==> config.mk <==
export PLATFORM = sky130hd
export DESIGN_NAME = inst_fetch
export DESIGN_NICKNAME = d
export VERILOG_FILES = /design/src/rtl/inst_fetch_pkg.sv /design/src/rtl/fetch_watchdog.sv /design/src/rtl/inst_fetch.sv
export SDC_FILE = /design/constraint.sdc
export NUM_CORES = 1
export LEC_CHECK = 0
export ABC_AREA = 1
export BUFFER_PORTS_ARGS = -buffer_cell sky130_fd_sc_hd__clkbuf_2
export CAP_MARGIN = 20
export CORE_ASPECT_RATIO = 1.1
export CORE_MARGIN = 5
export CORE_UTILIZATION = 35
export DETAILED_ROUTE_END_ITERATION = 12
export GPL_TIMING_DRIVEN = 0
export SYNTH_ARGS = -nofsm -noshare
export SYNTH_HDL_FRONTEND = slang
export SYNTH_SLANG_ARGS = --single-unit
==> constraint.sdc <==
create_clock -name clk -period 1.6 [get_ports clk]
set_input_delay 0.08 -clock clk [delete_from_list [all_inputs] [get_ports clk]]
set_output_delay 0.08 -clock clk [all_outputs]
set_load 0.02 [all_outputs]
==> src/rtl/inst_fetch_pkg.sv <==
// Shared definitions for the instruction fetch stage: FSM encoding and the reset NOP word.
package inst_fetch_pkg;

    typedef enum logic [1:0] {
        S_REQ  = 2'd0,
        S_HOLD = 2'd1,
        S_ERR  = 2'd2
    } fetch_state_t;

    // addi x0, x0, 0
    localparam logic [31:0] INST_NOP = 32'h0000_0013;

    function automatic logic word_aligned(input logic [1:0] lsb);
        return lsb == 2'b00;
    endfunction

endpackage

==> src/rtl/fetch_watchdog.sv <==
// Wait-cycle watchdog for the fetch request: counts cycles without an ack and flags expiry.
module fetch_watchdog #(
    parameter int MAX_WAIT = 16
) (
    input  logic clk,
    input  logic rst,
    input  logic clear,
    input  logic enable,
    output logic expired
);

    localparam int CW = $clog2(MAX_WAIT + 2);
    localparam logic [CW-1:0] LAST = (MAX_WAIT > 0) ? CW'(MAX_WAIT - 1) : '0;

    logic [CW-1:0] count;

    always_ff @(posedge clk) begin
        if (rst) begin
            count <= '0;
        end else if (clear) begin
            count <= '0;
        end else if (enable) begin
            count <= count + CW'(1);
        end
    end

    // Fires on the MAX_WAIT-th consecutive un-acked cycle, so the error registers one edge later.
    assign expired = (MAX_WAIT > 0) && enable && !clear && (count == LAST);

endmodule

==> src/rtl/inst_fetch.sv <==
// Instruction fetch stage: owns the PC, fetches words over req/ack and presents them
// to decode over valid/ready, with redirect support and a stalled-memory watchdog.
module inst_fetch
    import inst_fetch_pkg::*;
#(
    parameter int              XLEN     = 32,
    parameter logic [XLEN-1:0] RESET_PC = '0,
    parameter int              MAX_WAIT = 16
) (
    input  logic            clk,
    input  logic            rst,
    output logic            imem_req,
    output logic [XLEN-1:0] imem_addr,
    input  logic            imem_ack,
    input  logic [31:0]     imem_rdata,
    input  logic            redirect,
    input  logic [XLEN-1:0] redirect_pc,
    output logic            out_valid,
    input  logic            out_ready,
    output logic [31:0]     out_inst,
    output logic [XLEN-1:0] out_pc,
    output logic [6:0]      out_opcode,
    output logic [2:0]      out_funct3,
    output logic [6:0]      out_funct7,
    output logic            fetch_err
);

    fetch_state_t    state;
    logic [XLEN-1:0] pc;
    logic [XLEN-1:0] pend_pc;
    logic            pend_valid;
    logic            redirect_bad;
    logic            wd_clear;
    logic            wd_enable;
    logic            wd_expired;

    assign redirect_bad = redirect && !word_aligned(redirect_pc[1:0]);
    assign wd_enable    = (state == S_REQ) && !imem_ack;
    assign wd_clear     = (state != S_REQ) || imem_ack;

    fetch_watchdog #(
        .MAX_WAIT (MAX_WAIT)
    ) u_watchdog (
        .clk     (clk),
        .rst     (rst),
        .clear   (wd_clear),
        .enable  (wd_enable),
        .expired (wd_expired)
    );

    always_ff @(posedge clk) begin
        if (rst) begin
            state      <= S_REQ;
            pc         <= RESET_PC;
            pend_pc    <= '0;
            pend_valid <= 1'b0;
            out_valid  <= 1'b0;
            out_inst   <= INST_NOP;
            out_pc     <= '0;
            fetch_err  <= 1'b0;
        end else begin
            case (state)
                S_REQ: begin
                    if (redirect_bad) begin
                        fetch_err  <= 1'b1;
                        pend_valid <= 1'b0;
                        state      <= S_ERR;
                    end else if (wd_expired) begin
                        fetch_err  <= 1'b1;
                        state      <= S_ERR;
                    end else if (imem_ack) begin
                        // A redirect seen during this request makes the returned word stale.
                        if (redirect) begin
                            pc <= redirect_pc;
                        end else if (pend_valid) begin
                            pc <= pend_pc;
                        end else begin
                            out_inst  <= imem_rdata;
                            out_pc    <= pc;
                            out_valid <= 1'b1;
                            pc        <= pc + XLEN'(4);
                            state     <= S_HOLD;
                        end
                        pend_valid <= 1'b0;
                    end else if (redirect) begin
                        pend_valid <= 1'b1;
                        pend_pc    <= redirect_pc;
                    end
                end
                S_HOLD: begin
                    if (redirect_bad) begin
                        fetch_err <= 1'b1;
                        out_valid <= 1'b0;
                        state     <= S_ERR;
                    end else if (redirect) begin
                        out_valid <= 1'b0;
                        pc        <= redirect_pc;
                        state     <= S_REQ;
                    end else if (out_ready) begin
                        out_valid <= 1'b0;
                        state     <= S_REQ;
                    end
                end
                S_ERR: begin
                    out_valid <= 1'b0;
                end
                default: begin
                    out_valid <= 1'b0;
                    fetch_err <= 1'b1;
                    state     <= S_ERR;
                end
            endcase
        end
    end

    assign imem_req   = (state == S_REQ) && !rst;
    assign imem_addr  = pc;
    assign out_opcode = out_inst[6:0];
    assign out_funct3 = out_inst[14:12];
    assign out_funct7 = out_inst[31:25];

endmodule

==> results_dict.tcl, run 1 <==
set metrics [dict create \
    grt_setup_unrepaired "true" \
    h-tree-depth 4 \
    die_w_um 139.1 \
    max_slew.worst_pin.slew_ns 0.7078 \
    hold_ws_ns 0.1236 \
    arrival_ns 2.10 \
    skew_ns 0.01007 \
    io_buffers 184 \
    drc 0 \
    final_util_pct 54.99 \
    ys_seq_area_share_pct 43.04 \
    synth_warnings 0 \
    clock_latency_ns 0.42 \
    cp_max_fo 5 \
    syn_nets 1004 \
    clock-sinks 138 \
    fillers 1740 \
    drt-pass1-iter-count 5 \
    ys_seq_elements 138 \
    ant_nets 0 \
    period_share_pct 112.0 \
    cts_root_buf "clkbuf_16" \
    drt_wl_total_um 25280 \
    seq_area_sq_um 2801 \
    synthFlopType "dfxtp_1" \
    synth_top_cell_by_area "dfxtp_1" \
    fmax_ghz 0.5581 \
    wl_per_cell_um 16.94 \
    dp_cells 1359 \
    setup_tns_ns -12.04 \
    via_per_inst 4.909 \
    synth_top_area_share_pct 43.04 \
    cts_tree "built" \
    groute.usage.overall_pct 22.98 \
    clk_pin_slew_ns 0.06 \
    area_delta_synth_final_pct 56.06 \
    grt_pass1_vias 7106 \
    timing.final.ws_setup_ns -0.1917 \
    hold_viol 0 \
    gp_congestion 0.9414 \
    start_util_pct 35.23 \
    die_h_um 152.0 \
    layoutNonFillerInstCount 1492 \
    syn_area_per_cell_sq_um 6.887 \
    synth.most_common_cell "nor2_1" \
    rows 52 \
    report.final.slew_viol_count 0 \
    grt_overflow 0 \
    antenna_found_initial 0 \
    required_ns 1.91 \
    status "finished with violations" \
    min_path_type "in2reg" \
    num_antenna_cells 0 \
    maxSlewHeadroom_pct 52.82 \
    fin_crit_ns 1.792 \
    ys_top_cells_by_area "dfxtp_1 (43%), nor2_1 (12%), a21oi_1 (8.1%)" \
    io_pins 185 \
    cts_made_buffers 17 \
    cts_max_path_buffers 2 \
    multi_input_area_sq_um 3457 \
    syn_area_sq_um 6419 \
    async_reset_ff_share_pct 0 \
    core_area_sq_um 18220 \
    grt_pass1_wl_um 38500 \
    drive_above_1_share_pct 36.03 \
    peakVddDrop_mv 0.7764 \
    vias 7324 \
    cp-end-kind "flop" \
    power_density_nw_per_um2 948.8 \
    synthTopCellsByCount "nor2_1 (211), dfxtp_1 (138), nand2_1 (130)" \
    startpoint_type "flop" \
    synth_cell_types 31 \
    crit_type "reg2reg" \
    nets 1309 \
    drt_iter0_drc 642 \
    finalInstanceArea_sq_um 10020 \
    synthCells 932 \
    synth_edf_count 0 \
    dpl.hpwl_um 17690 \
    dpl_cell_area_sq_um 7645 \
    finalSetupViolCount 97 \
    power_leakage_uw 0.004343 \
    failed_checks "setup timing" \
    grt_max_degree 17 \
    die-area_sq_um 21150 \
    cap_viol_max_count 0 \
]
==> layout make-up <==
type	instances	share of cell area, %
Multi-Input combinational cell	664	34.51
Timing Repair Buffer	285	21.03
Timing Repair inverter	1	0.07494
Tap cell	243	3.035
Clock buffer	20	4.459
Clock inverter	11	0.7245
Sequential cell	138	27.97
Buffer	67	5.621
Inverter	63	2.573
==> logic make-up after synthesis <==
| kind of cell | synth area share [%] |
|---|---|
| buffers and inverters | 9.805 |
| xor gates and xnor gates | 0.9552 |
| adders and majority gates | 0.5849 |
| AOI/OAI and AO/OA | 20.27 |
| and+or+nand+nor | 25.34 |
| DFF | 43.04 |
==> path summary, 6_finish.rpt <==
kind	start	to	slack [ns]	cells after the start
worst min register to register	pend_pc[1]$_SDFFE_PP0P_	pend_pc[1]$_SDFFE_PP0P_	0.45	2
worst max-delay path	u_watchdog.count[0]$_SDFFE_PP0N_	pend_pc[6]$_SDFFE_PP0P_	-0.19	13
worst min-delay path	imem_ack	u_watchdog.count[0]$_SDFFE_PP0N_	0.12	4
worst max register to register	u_watchdog.count[0]$_SDFFE_PP0N_	pend_pc[6]$_SDFFE_PP0P_	-0.19	13
==> layout by cell type, fill, tap and decap left out, types with 6 or more instances in the layout <==
master,count
a21oi_1,99
buf_16,7
buf_2,6
buf_4,33
buf_6,14
buf_8,15
clkbuf_1,18
clkbuf_16,19
clkbuf_2,185
dfxtp_1,111
dfxtp_2,25
dlygate4sd3_1,65
inv_1,54
inv_2,7
nand2_1,123
nand2_2,9
nand3_1,33
nor2_1,168
nor2_2,31
nor2_4,15
o21ai_0,45
o21ai_1,65
o21ai_2,37
==> flip-flops by register name, indices dropped and copies added (netlist names) <==
| signal | cells |
|---|---|
| state | 2 |
| imem_addr | 32 |
| out_valid | 1 |
| out_pc | 32 |
| u_watchdog.count | 5 |
| fetch_err | 1 |
| pend_pc | 32 |
| out_inst | 32 |
| pend_valid | 1 |
==> timing repair <==
item | in CTS | in global routing
hold buffers | 65 | 0
hold endpoints to repair | 87 | 0
pin swaps | 17 | 12
gates resized for setup | 125 | 133
gates cloned | 11 | 4
buffers inserted | 19 | 3
endpoints found under the setup margin | 126 | 130
==> layer usage <==
metal | track usage [%] | share of wire, %
met4 | 8.201 | 2.4
met2 | 39.04 | 50
met5 | 0 | 0
met1 | 28.67 | 42
met3 | 5.124 | 6.0
==> stage by stage <==
step                setup slack, ns  power (uW)
floorplan                 0.0003647        4916
global placement            -0.3686        5559
detailed placement          -0.3927        5569
CTS                         -0.1965        9374
global route                -0.2876        9917
finish                      -0.1917        9504
==> critical path: stages, from the launching register on <==
cell	delay, ns
dfxtp_2	0.34
ha_4	0.16
nand2_2	0.06
nor2_2	0.03
ha_2	0.17
nand2_2	0.08
buf_4	0.12
nand2_4	0.06
nor2_4	0.10
nand2_4	0.09
buf_8	0.15
buf_8	0.14
o21ai_2	0.12
nor2_1	0.06
==> power breakdown <==
part           switching [uW]  total [uW]  leakage, uW  internal (uW)
sequential                281        3960      0.00114           3680
combinational            1190        2010      0.00296            823
clock                    1530        3530     0.000248           2000
total                    3000        9500      0.00434           6500
Power figures use the tool's default switching activity.
==> run 2, diff against run 1 <==
--- a/config.mk
+++ b/config.mk
@@ -5,7 +5,7 @@
 export SDC_FILE = /design/constraint.sdc
 export NUM_CORES = 1
 export LEC_CHECK = 0
-export ABC_AREA = 1
+export ABC_AREA = 0
 export BUFFER_PORTS_ARGS = -buffer_cell sky130_fd_sc_hd__clkbuf_2
 export CAP_MARGIN = 20
 export CORE_ASPECT_RATIO = 1.1
==> run 2 against run 1 <==
Compared with the run above: the run still ends with setup timing left; critical endpoint is now pend_pc[15]$_SDFFE_PP0P_; largest cell class unchanged; worst setup slack lost 0.18 ns; area after synthesis shrank 0.76%; via count grew 2.0%; critical path depth shrank 3; hold slack lost 0.088 ns.
==> results_dict.tcl, run 2 <==
set metrics [dict create \
    status "finished with violations" \
    failed_checks "setup timing" \
    power_leakage_uw 0.004367 \
    grt_pass1_wl_um 40440 \
    pwr-share-clk_pct 43.0 \
    synth.most_common_cell "nand2_1" \
    final_common_cell "nand2_1" \
    r2r_cells 10 \
    die_w_um 138.6 \
    dpl.hpwl_um 17210 \
    finalSetupViolCount 129 \
    ys_seq_elements 138 \
    period_share_pct 123.5 \
    clock_latency_ns 0.44 \
    synth_top_cell_by_area "dfxtp_1" \
    required_ns 1.96 \
    cp_max_fo 8 \
    path_cells "ha_4, and3_4, ha_4, or3_4, nor2_4, and2_4, buf_12, clkbuf_8, nand2_1, a21oi_2" \
    timing.final.ws_setup_ns -0.3757 \
    synth_cell_types 65 \
    drive_above_1_share_pct 41.40 \
    drt-pass1-iter-count 6 \
    fillers 1588 \
    startpoint_type "flop" \
    synthTopCellsByCount "nand2_1 (226), dfxtp_1 (138), a21oi_1 (113)" \
    nets 1228 \
    clk_pin_slew_ns 0.06 \
    synth_top_area_share_pct 43.37 \
    hold_viol 0 \
    skew_ns 0.008420 \
    holdPathStages 3 \
    clock-sinks 138 \
    synth_warnings 0 \
    arrival_ns 2.33 \
    cts_root_buf "clkbuf_16" \
    core_area_sq_um 17800 \
    die-area_sq_um 21000 \
    layoutNonFillerInstCount 1407 \
    drt_iter0_drc 709 \
    syn_area_per_cell_sq_um 7.693 \
    antenna_found_initial 0 \
    ant_nets 0 \
    final_cell_mix "nand2_1 (204), clkbuf_2 (195), dfxtp_1 (112)" \
    grt_setup_unrepaired "true" \
    via_per_inst 5.310 \
    hold_ws_ns 0.03532 \
    wl_per_cell_um 19.06 \
    grt_pass1_vias 7372 \
    dp_cells 1250 \
    synthCells 828 \
    drc 0 \
    cpMostUsedCell "ha_4" \
    async_reset_ff_share_pct 0 \
    reg2reg_from "u_watchdog.count[0]$_SDFFE_PP0N_" \
    min_to "imem_addr[0]$_SDFFE_PP0P_" \
    combPwrFrac_pct 19.2 \
    ys_top_cells_by_area "dfxtp_1 (43%), nand2_1 (13%), a21oi_1 (8.9%)" \
    die_h_um 151.5 \
    cts_max_path_buffers 2 \
    groute.usage.overall_pct 24.62 \
    fmax_ghz 0.5062 \
    rrSetupSlack_ns -0.38 \
    h-tree-depth 4 \
    slowest_stage "or3_4" \
    p_seq_share_pct 37.8 \
    hold_start "redirect_pc[0]" \
    cp-end-kind "flop" \
    syn_area_sq_um 6370 \
    syn_nets 900 \
    intPower_uw 6926 \
    min_path_type "in2reg" \
    rows 51 \
    num_antenna_cells 0 \
    report.final.slew_viol_count 0 \
    multi_input_area_sq_um 3764 \
    grt_overflow 0 \
    grt_max_degree 17 \
    synthFlopType "dfxtp_1" \
    rr_endpoint "pend_pc[15]$_SDFFE_PP0P_" \
    start_util_pct 35.78 \
    power_density_nw_per_um2 940.5 \
    fin_crit_ns 1.976 \
    cts_made_buffers 17 \
    cap_viol_max_count 0 \
    crit_type "reg2reg" \
    cts_tree "built" \
    peakVddDrop_mv 0.7388 \
    io_buffers 184 \
    sw_frac_of_total_pct 29.92 \
    area_delta_synth_final_pct 64.96 \
    vias 7471 \
    ys_seq_area_share_pct 43.37 \
    p_switching_uw 2957 \
    drt_wl_total_um 26820 \
    finalPower_uw 9883 \
    cpPeakStageDelay_ns 0.34 \
    gp_congestion 0.8985 \
    maxSlewHeadroom_pct 36.72 \
    max_slew.worst_pin.slew_ns 0.9492 \
    io_pins 185 \
    seq_area_sq_um 2833 \
    synth_edf_count 0 \
]
==> run 2: how the worst max path moves through the flow <==
stage	from	endpoint	slack [ns]	cells past startpoint
global placement	state[0]$_SDFFE_PP0P_	out_pc[0]$_SDFFE_PP0P_	-0.71	6
global route	u_watchdog.count[0]$_SDFFE_PP0N_	pend_pc[15]$_SDFFE_PP0P_	-0.44	10
floorplan	imem_addr[11]$_SDFFE_PP0P_	imem_addr[30]$_SDFFE_PP0P_	-0.32	6
detailed placement	state[0]$_SDFFE_PP0P_	out_pc[2]$_SDFFE_PP0P_	-0.68	6
CTS	u_watchdog.count[0]$_SDFFE_PP0N_	pend_pc[5]$_SDFFE_PP0P_	-0.38	10
finish	u_watchdog.count[0]$_SDFFE_PP0N_	pend_pc[15]$_SDFFE_PP0P_	-0.38	10
==> run 2: worst max-delay path, delay by kind of cell, from the launching register on <==
| family | cells | cell delay [ns] |
|---|---|---|
| and+or+nand+nor | 5 | 0.84 |
| AOI/OAI and AO/OA | 1 | 0.12 |
| adders and majority gates | 2 | 0.30 |
| DFF | 1 | 0.33 |
| buffers and inverters | 2 | 0.30 |
==> run 2: stage by stage <==
stage	TNS (ns)	setup slack (ns)	area, sq um	utilization (%)
detailed placement	-69.29	-0.6754	7825	43.95
finish	-32.89	-0.3757	10510	59.02
floorplan	-9.834	-0.3179	6606	-
global placement	-70.73	-0.7099	7825	43.95
global route	-42.23	-0.4371	10510	59.02
CTS	-31.63	-0.3811	10270	57.67
==> run 2: power groups by stage <==
stage,sequential [uW],clock [uW],combinational (uW)
2_1_floorplan,3910,0,676
3_3_place_gp,3810,0,1310
3_5_place_dp,3810,0,1310
4_1_cts,3720,4270,1810
5_1_grt,3750,4410,2010
6_report,3730,4250,1900
==> run 2: per-layer routing <==
metal  up-vias  share of wire (%)  global-route usage [%]
li1       3511                  -                       -
met1      3501                 41                   29.89
met2       381                 47                   41.36
met3        78                7.9                   5.556
met4         0                4.0                   12.62
met5         -                  0                       0
==> run 2: final cells by class <==
class	instances	share of cell area (%)
inverter	6	0.2143
buffer	77	6.644
sequential	138	26.96
clock inverter	15	1.905
tap	238	2.834
timing repair buffer	314	21.58
multi-input combinational	602	35.82
clock buffer	17	4.049
==> run 2: cells by family (layout without fill, tap and decap cells) <==
logic type / count (synthesis) / in the layout / share of synthesized area (%)
AND/OR/NAND/NOR: 381 / 381 / 27.38
AO/OA/AOI/OAI: 197 / 197 / 18.62
flip-flops: 138 / 138 / 43.37
buffers and inverters: 88 / 429 / 7.012
XOR/XNOR: 15 / 15 / 2.063
multiplexers: 6 / 6 / 0.9625
adder cells (fa/ha/maj): 3 / 3 / 0.5893
==> run 2: timing repair <==
| action | in CTS | in global routing |
|---|---|---|
| setup endpoints to repair | 130 | 130 |
| pin swaps | 49 | 28 |
| hold endpoints to repair | 75 | 1 |
| gates resized for setup | 162 | 72 |
| cloned | 12 | 0 |
| buffers inserted | 50 | 4 |
| hold buffers | 63 | 1 |
